--- src/rtl/demux1_to_4_buf.sv ---
// 1-to-4 demultiplexer with a one-entry output buffer per channel.
// Define DEMUX_XFER_COUNT_EN to add saturating per-channel drain counters (cnt0..cnt3).

module demux1_to_4_buf_chan #(
    parameter int WIDTH = 8
) (
    input  logic             clk,
    input  logic             rst,
    input  logic             i_load,
    input  logic [WIDTH-1:0] i_data,
    input  logic             i_ready,
    output logic             o_valid,
    output logic [WIDTH-1:0] o_data
`ifdef DEMUX_XFER_COUNT_EN
    ,
    output logic [7:0]       o_cnt
`endif
);
    logic             r_vq;
    logic [WIDTH-1:0] r_dq;
    logic             w_drain;

    assign w_drain = r_vq & i_ready;

    // Load wins over drain so a same-cycle drain+accept keeps the buffer full.
    always_ff @(posedge clk) begin
        if (rst) begin
            r_vq <= 1'b0;
            r_dq <= '0;
        end else if (i_load) begin
            r_vq <= 1'b1;
            r_dq <= i_data;
        end else if (w_drain) begin
            r_vq <= 1'b0;
        end
    end

`ifdef DEMUX_XFER_COUNT_EN
    logic [7:0] r_cnt;

    always_ff @(posedge clk) begin
        if (rst)
            r_cnt <= '0;
        else if (w_drain && (r_cnt != 8'hFF))
            r_cnt <= r_cnt + 8'd1;
    end

    assign o_cnt = r_cnt;
`endif

    assign o_valid = r_vq;
    assign o_data  = r_dq;
endmodule

module demux1_to_4_buf #(
    parameter int WIDTH = 8
) (
    input  logic             clk,
    input  logic             rst,
    input  logic [WIDTH-1:0] in_data,
    input  logic             in_valid,
    input  logic [1:0]       sel,
    output logic             in_ready,
    output logic [WIDTH-1:0] out0,
    output logic [WIDTH-1:0] out1,
    output logic [WIDTH-1:0] out2,
    output logic [WIDTH-1:0] out3,
    output logic [3:0]       out_valid,
    input  logic [3:0]       out_ready
`ifdef DEMUX_XFER_COUNT_EN
    ,
    output logic [7:0]       cnt0,
    output logic [7:0]       cnt1,
    output logic [7:0]       cnt2,
    output logic [7:0]       cnt3
`endif
);
    logic [3:0]            w_vq;
    logic [3:0][WIDTH-1:0] w_dq;
    logic [3:0]            w_load;
    logic                  w_in_ready;
    logic                  w_accept;

    // A full channel can still accept if its sink drains on the same edge.
    assign w_in_ready = ~w_vq[sel] | out_ready[sel];
    assign w_accept   = in_valid & w_in_ready;

`ifdef DEMUX_XFER_COUNT_EN
    logic [3:0][7:0] w_cnt;
`endif

    for (genvar k = 0; k < 4; k++) begin : g_chan
        assign w_load[k] = w_accept & (sel == 2'(k));

        demux1_to_4_buf_chan #(.WIDTH(WIDTH)) u_chan (
            .clk     (clk),
            .rst     (rst),
            .i_load  (w_load[k]),
            .i_data  (in_data),
            .i_ready (out_ready[k]),
            .o_valid (w_vq[k]),
            .o_data  (w_dq[k])
`ifdef DEMUX_XFER_COUNT_EN
            ,
            .o_cnt   (w_cnt[k])
`endif
        );
    end

`ifdef DEMUX_XFER_COUNT_EN
    assign cnt0 = w_cnt[0];
    assign cnt1 = w_cnt[1];
    assign cnt2 = w_cnt[2];
    assign cnt3 = w_cnt[3];
`endif

    assign in_ready  = w_in_ready;
    assign out_valid = w_vq;
    assign out0      = w_dq[0];
    assign out1      = w_dq[1];
    assign out2      = w_dq[2];
    assign out3      = w_dq[3];
endmodule

--- config.mk ---
export PLATFORM = sky130hd
export DESIGN_NAME = demux1_to_4_buf
export DESIGN_NICKNAME = d
export VERILOG_FILES = /design/src/rtl/demux1_to_4_buf.sv
export SDC_FILE = /design/constraint.sdc
export NUM_CORES = 1
export LEC_CHECK = 0
export BUFFER_PORTS_ARGS = -buffer_cell sky130_fd_sc_hd__buf_2
export CAP_MARGIN = 5
export CORE_ASPECT_RATIO = 0.7
export CORE_MARGIN = 1.5
export CORE_UTILIZATION = 40
export DETAILED_ROUTE_END_ITERATION = 16
export PLACE_DENSITY = 0.63
export SKIP_CTS_REPAIR_TIMING = 1
export SYNTH_ARGS = -nofsm -noshare
export SYNTH_HDL_FRONTEND = slang
export SYNTH_SLANG_ARGS = --single-unit
export TNS_END_PERCENT = 10
--- constraint.sdc ---
create_clock -name clk -period 3.05 [get_ports clk]
set_input_delay 0.61 -clock clk [delete_from_list [all_inputs] [get_ports clk]]
set_output_delay 0.61 -clock clk [all_outputs]
set_load 0.1 [all_outputs]
### Word level (Yosys, flattened, before mapping)

Cells that the tools add are included.

| word-level totals | value |
|---|---|
| flip-flop bits (word level) | 36 |
| bits in latches | 0 |
| memory bits (writable) | 0 |
| memory bits (read-only) | 0 |
| output and inout port bits | 37 |
| logic and storage cells | 40 |
| memories kept | 0 |

| cells by class | value |
|---|---|
| add/subtract/negate cells | 0 |
| multipliers | 0 |
| div/mod/pow operators | 0 |
| magnitude comparators | 1 |
| equal/unequal tests | 3 |
| shifts and indexed selects | 0 |
| multiplexer cells | 12 |
| bitwise gates (word level) | 11 |
| reduce and logical (&&, ||, !) cells | 5 |

Operator list:

| operator | number |
|---|---|
| $mux 1 | 10 |
| $and 1x1->1 | 9 |
| $reduce_bool 2->1 | 4 |
| $bmux 1 s2 | 2 |
| $eq 2x2->1 const B | 2 |
| $lt 2x3->1 const B | 1 |
| $eq 2x1->1 const B | 1 |
| $logic_not 2->1 | 1 |
| $not 1->1 | 1 |
| $or 1x1->1 | 1 |

### Logic depth before layout (Yosys ltp)

Gate-level depths: netlist of the first run.

| depth | value |
|---|---|
| word-level depth | 7 |
| depth in mapped cells | 4 |
| depth with buffers taken out | 3 |

### By module

Synthesis of the first run repeated with hierarchy kept, for this count alone.

| unflattened totals | value |
|---|---|
| cells, all modules | 129 |
| area, all modules | 1387.6 um^2 |

Modules (own cells, without submodules):

| module | times used | cells an instance | area an instance (um^2) | sequential area each (um^2) |
|---|---|---|---|---|
| demux1_to_4_buf_chan | 4 | 30 | 321.6 | 180.2 |
| demux1_to_4_buf | 1 | 9 | 101.3 | 0.0 |

### Worst setup path before layout of the first run

Ideal clock, no wire load.

| timing path | value |
|---|---|
| path type | in2out |
| start | in out_ready[3] |
| end | out in_ready |
| arrival | 1.502 ns |
| required time | 2.440 ns |
| slack | 0.938 ns |
| stages | 2 |
| buffers on the path | 0 |
| cells stage by stage | nand2b_1 > mux4_2 |

| between the ends | value |
|---|---|
| longest elaborated chain between the ends | 3 |

RTL lines:

| item | line | RTL |
|---|---|---|
| start: declaration | 69 | `input logic [3:0] out_ready` |
| $bmux 1 s2 | 85 | `assign w_in_ready = ~w_vq[sel] \| out_ready[sel];` |
| $mux 1 (implied by the code) | 85 |  |
| $or 1x1->1 | 85 |  |
| end: declaration | 63 | `output logic in_ready,` |

Every way passes these cells. The select of a mux whose other input is x is not followed.

### Final worst setup path of the first run

| timing path | value |
|---|---|
| start | in out_ready[1] |
| end | out in_ready |

Same word-level chain as after synthesis.

==> flow_summary.toml, run 1 <==
[sta]
max_freq_mhz = 442.7
slew_viol_final = 0
slew_headroom = 0.5132
fin_crit_sh = 0.7407
fin_setup_tns_ns = 0
setup_viol = 0
grt_setup_unrepaired = "false"
worstMarginPinSlew_ns = 0.7264
skew_ns = 0.005019
fin_hold_ws_ns = 0.4707
period_needed_ns = 2.259
hold_viol_final = 0

[logic_synthesis]
ys_warn_count = 0
synth-seq-area-share = 0.4840
yosysMostFrequentCell = "nand2b_1"
synthTopCellsByCount = "44 x nand2b_1, 36 x dfxtp_1, 32 x mux2i_1"
syn_nets = 152
netlist_area_sq_mm = 0.001489
avgSynthCellArea_sq_um = 11.03
synth_area_leaders = "dfxtp_1 48%, mux2i_1 22%, nand2b_1 18%, buf_4 3.0%, buf_6 1.5%"
synth.top_cell.area_share = 0.4840
synth_top_flop_cell = "dfxtp_1"
yosysUniqueCellTypes = 14
synth-edff-count = 0
syn_inst = 135
async_flop_share = 0
synth-seq-cells = 36
synth_top_area_cell = "dfxtp_1"

[cells_and_area]
area_growth_pct = 21.68
nets = 200
area.sequential_sq_um = 720.7
drive_gt1_frac = 0.3388
fillers = 335
diodes = 0
post-route-util = 0.5124
multi_input_area_sq_um = 685.7

[setup_path]
worstPathMaxFanout = 4
endpoint_kind = "primary output"
cp-start-kind = "input pin"
cp.arrival_ns = 1.65
worstPathRequired_ns = 2.44
critical_path_class = "input pin to primary output"

[placement]
dpl.hpwl_mm = 2.028
io_buffer_count = 53
gp_congestion = 0.7312

[detailed_routing]
wirelength_mm = 2.962
remaining_drc_errors = 0
drtIter0Drc = 35
first_pass_iters = 4
viasPerCell = 4.614
ant_nets = 0
routedWlPerCell_um = 12.71
vias = 1075

[cts]
ctsHtreeMaxLevel = 2
insertion_delay_ns = 0.28
clk_pin_slew_ns = 0.06
clock_sinks = 36
cts_buffer_depth = 2
root_buffer = "clkbuf_8"
numCtsBuffers = 5
cts_tree = "done"

[flow_run]
maxCapViolCount = 0

[grt]
antenna_found_initial = 0
grt_first_pass_wirelength_mm = 4.692
grt_max_degree = 45
grt_pass1_vias = 1032
grtUsageTotal = 0.1547
grt_overflow = 0

[pwr]
leakagePower_nw = 0.9285
power_density_mw_per_mm2 = 556.7
ir_drop_v = 0.0002650

[status]
status = "complete, no violations"

[die]
core_area_sq_mm = 0.003536
rows = 18
start_util = 0.4211
die_y_um = 54.05
die_area_sq_mm = 0.004103
die_w_um = 75.92
ioPinCount = 54

[hold_path]
hold_path_class = "flip-flop to flip-flop"
==> per-stage QoR <==
step	total power, W	worst slack, ns	cell area [sq um]	cells
3_3_place_gp	0.0007125	0.8168	1734	226
4_1_cts	0.001020	0.7893	1812	233
6_report	0.001009	0.7910	1812	233
3_5_place_dp	0.0007155	0.7894	1734	226
5_1_grt	0.001051	0.7447	1812	233
2_1_floorplan	0.0006824	0.9376	1489	135
==> cells by family after synthesis <==
family | synth area share
simple gates | 0.2168
buf+inv | 0.05546
compound gates | 0.01345
flops | 0.4840
mux | 0.2303
==> worst max-delay path, cell delays in order <==
cell,delay (ns)
buf_2,0.09
nand2b_1,0.18
mux4_2,0.46
buf_2,0.30
==> sequential cells by signal, indices dropped and copies added, names as in the netlist <==
register and cells:
g_chan.u_chan.o_data 32, g_chan.u_chan.o_valid 4
==> power by group <==
group | internal, W | leakage [nW] | switching (W) | total [W]
combinational | 0.0000455 | 0.595 | 0.000163 | 0.000209
sequential | 0.000487 | 0.293 | 0.00000796 | 0.000495
clock | 0.000155 | 0.0410 | 0.000150 | 0.000305
total | 0.000687 | 0.929 | 0.000321 | 0.00101
==> final timing paths <==
path	start	end	slack [ns]	cells after the start
worst max-delay path	out_ready[1]	in_ready	0.79	4
worst min-delay path	g_chan[1].u_chan.o_data[6]	g_chan[1].u_chan.o_data[6]	0.47	2
worst max register to register	g_chan[2].u_chan.o_valid	g_chan[2].u_chan.o_data[5]	1.62	3
worst min register to register	g_chan[1].u_chan.o_data[6]	g_chan[1].u_chan.o_data[6]	0.47	2
==> layer usage <==
metal | track usage | vias to the layer above | share of wire
li1 | - | 534 | -
met3 | 0.05593 | 7 | 0.057
met4 | 0.08333 | 0 | 0.013
met5 | 0 | - | 0
met2 | 0.2568 | 34 | 0.47
met1 | 0.1812 | 500 | 0.46
==> placed cells by master (no fill, tap or decap), drive strengths merged <==
cell type,instances
nand3b,1
dfxtp,36
a21oi,4
nand2b,44
mux2i,32
nand4b,1
clkinv,1
buf,53
clkbuf,6
and3,1
mux4,1
nand4,1
nand3,1
nor2b,1
==> layout make-up <==
cell class / count / area share
timing repair buffer: 53 / 0.1464
clock inverter: 1 / 0.002762
clock buffer: 6 / 0.04006
multi-input combinational: 87 / 0.3785
sequential: 36 / 0.3978
tap: 50 / 0.03453
Note: power is estimated with default switching activity, not from simulation.
==> inputs of run 2 (changes only) <==
Settings changed: PLACE_DENSITY 0.63 to 0.65.
Clock period 3.05 ns to 1.95 ns, I/O delays scaled along.
==> run 2 against run 1 <==
Clock power grew 79%. Final cell count rose by 1.3%. Critical path depth decreased by 1. Worst hold slack worse by 0.042 ns. Sequential power rose by 56%. Core utilization grew 0.96 points. Power increased by 63%. Clock-buffer cell count is 1 higher. Wire length increased by 4.4%. Highest routed layer unchanged.
==> flow_summary.toml, run 2 (synthesis gave the netlist of run 1 again) <==
[setup_path]
critical_path_class = "flip-flop to primary output"
slowest_stage = "mux4_2"
cp-start-kind = "flip-flop"
path_depth = 3
cpLargestDelayFamily = "multiplexers"
reg2reg_depth = 3
cpPeakStageDelay_ns = 0.49
worstPathMaxFanout = 4
worstPathRequired_ns = 1.56
endpoint_kind = "primary output"
path_cells = "nand2b_1, mux4_2, buf_4"
cp.arrival_ns = 1.49
cp_num_buf_inv = 1
r2r_slack_ns = 0.57

[detailed_routing]
ant_nets = 0
drtIter0Drc = 21
vias = 1095
wirelength_mm = 3.091
first_pass_iters = 4
viasPerCell = 4.640
remaining_drc_errors = 0
routedWlPerCell_um = 13.10

[hold_path]
min_path_cells = 3
hold_path_class = "input pin to flip-flop"

[die]
start_util = 0.4211
core_area_sq_mm = 0.003536
die_y_um = 54.05
rows = 18
die_w_um = 75.92
die_area_sq_mm = 0.004103
ioPinCount = 54

[cells_and_area]
diodes = 0
layout_commonest_cell = "buf_2"
finalInstanceArea_sq_mm = 0.001846
area_growth_pct = 23.95
most-common-layout-cells = "52 x buf_2, 44 x nand2b_1, 36 x dfxtp_1, 32 x mux2i_1, 6 x clkbuf_8"
nets = 202
largest_register_ffs = 32
drive_gt1_frac = 0.3495

[cts]
clk_pin_slew_ns = 0.07
numCtsBuffers = 5
cts_buffer_depth = 2
ctsHtreeMaxLevel = 2
clock_sinks = 36
insertion_delay_ns = 0.28
cts_tree = "done"
root_buffer = "clkbuf_8"

[grt]
grt_max_degree = 45
grt_first_pass_wirelength_mm = 4.712
grt_overflow = 0
grt_pass1_vias = 962
antenna_found_initial = 0
grtUsageTotal = 0.1593

[pwr]
leakagePower_nw = 0.9424
ir_drop_v = 0.0004056
power_density_mw_per_mm2 = 893.4
p_total_w = 0.001649

[sta]
hold_viol_final = 0
worstMarginPinSlew_ns = 0.6572
period_needed_ns = 1.885
slew_headroom = 0.5606
skew_ns = 0.003915
slew_viol_final = 0
max_freq_mhz = 530.5
fin_hold_ws_ns = 0.4288
grt_setup_unrepaired = "false"
fin_crit_sh = 0.9666
fin_setup_tns_ns = 0
setup_viol = 0

[flow_run]
maxCapViolCount = 0

[placement]
io_buffer_count = 53
dpl_cell_area_sq_mm = 0.001749
dpl.hpwl_mm = 2.125
gp_congestion = 0.7470

[status]
status = "complete, no violations"
==> run 2: cell count changes in the layout (fill, tap and decap cells not counted), sizes merged <==
cell / delta
buf: +2
clkbuf: +1
clkinv: -1
clkinvlp: +1
==> run 2: routing by layer <==
| metal | up-vias | GRT usage | part of all wire |
|---|---|---|---|
| met5 | - | 0 | 0 |
| met4 | 0 | 0.05556 | 0.0061 |
| met3 | 4 | 0.07458 | 0.062 |
| met2 | 40 | 0.2718 | 0.47 |
| met1 | 502 | 0.1812 | 0.46 |
| li1 | 549 | - | - |
==> run 2: worst paths after layout <==
check	from	to
setup / recovery	g_chan[1].u_chan.o_valid	in_ready
hold / removal	out_ready[2]	g_chan[2].u_chan.o_valid
setup reg to reg	g_chan[3].u_chan.o_valid	g_chan[3].u_chan.o_data[0]
hold reg to reg	g_chan[0].u_chan.o_data[4]	g_chan[0].u_chan.o_data[4]
==> run 2: cell type report <==
type / instances / area [sq um]
fill: 348 / 1690
clock inverter: 1 / 7.507
multi-input combinational: 87 / 685.7
timing repair buffer: 55 / 282.8
tap: 50 / 62.56
sequential: 36 / 720.7
clock buffer: 7 / 86.33
==> run 2: worst register-to-register path: cells and delay by family (launching register included) <==
kind	cells	cell delay, ns
and+or+nand+nor	2	0.65
muxes	1	0.34
DFF	1	0.31
==> run 2: metrics by stage <==
stage | util | instances | setup WS (ns)
CTS | 0.5212 | 236 | 0.0005042
global route | 0.5219 | 236 | 0.007992
finish | 0.5219 | 236 | 0.06516
detailed placement | 0.4947 | 228 | 0.09960
global placement | 0.4947 | 228 | 0.1596
floorplan | - | 135 | 0.2776
==> run 2: power breakdown <==
part / total, W / switching, W / internal, W / leakage (nW)
combinational: 0.000330 / 0.000257 / 0.0000730 / 0.605
sequential: 0.000774 / 0.0000125 / 0.000761 / 0.293
clock: 0.000545 / 0.000258 / 0.000287 / 0.0445
total: 0.00165 / 0.000528 / 0.00112 / 0.942
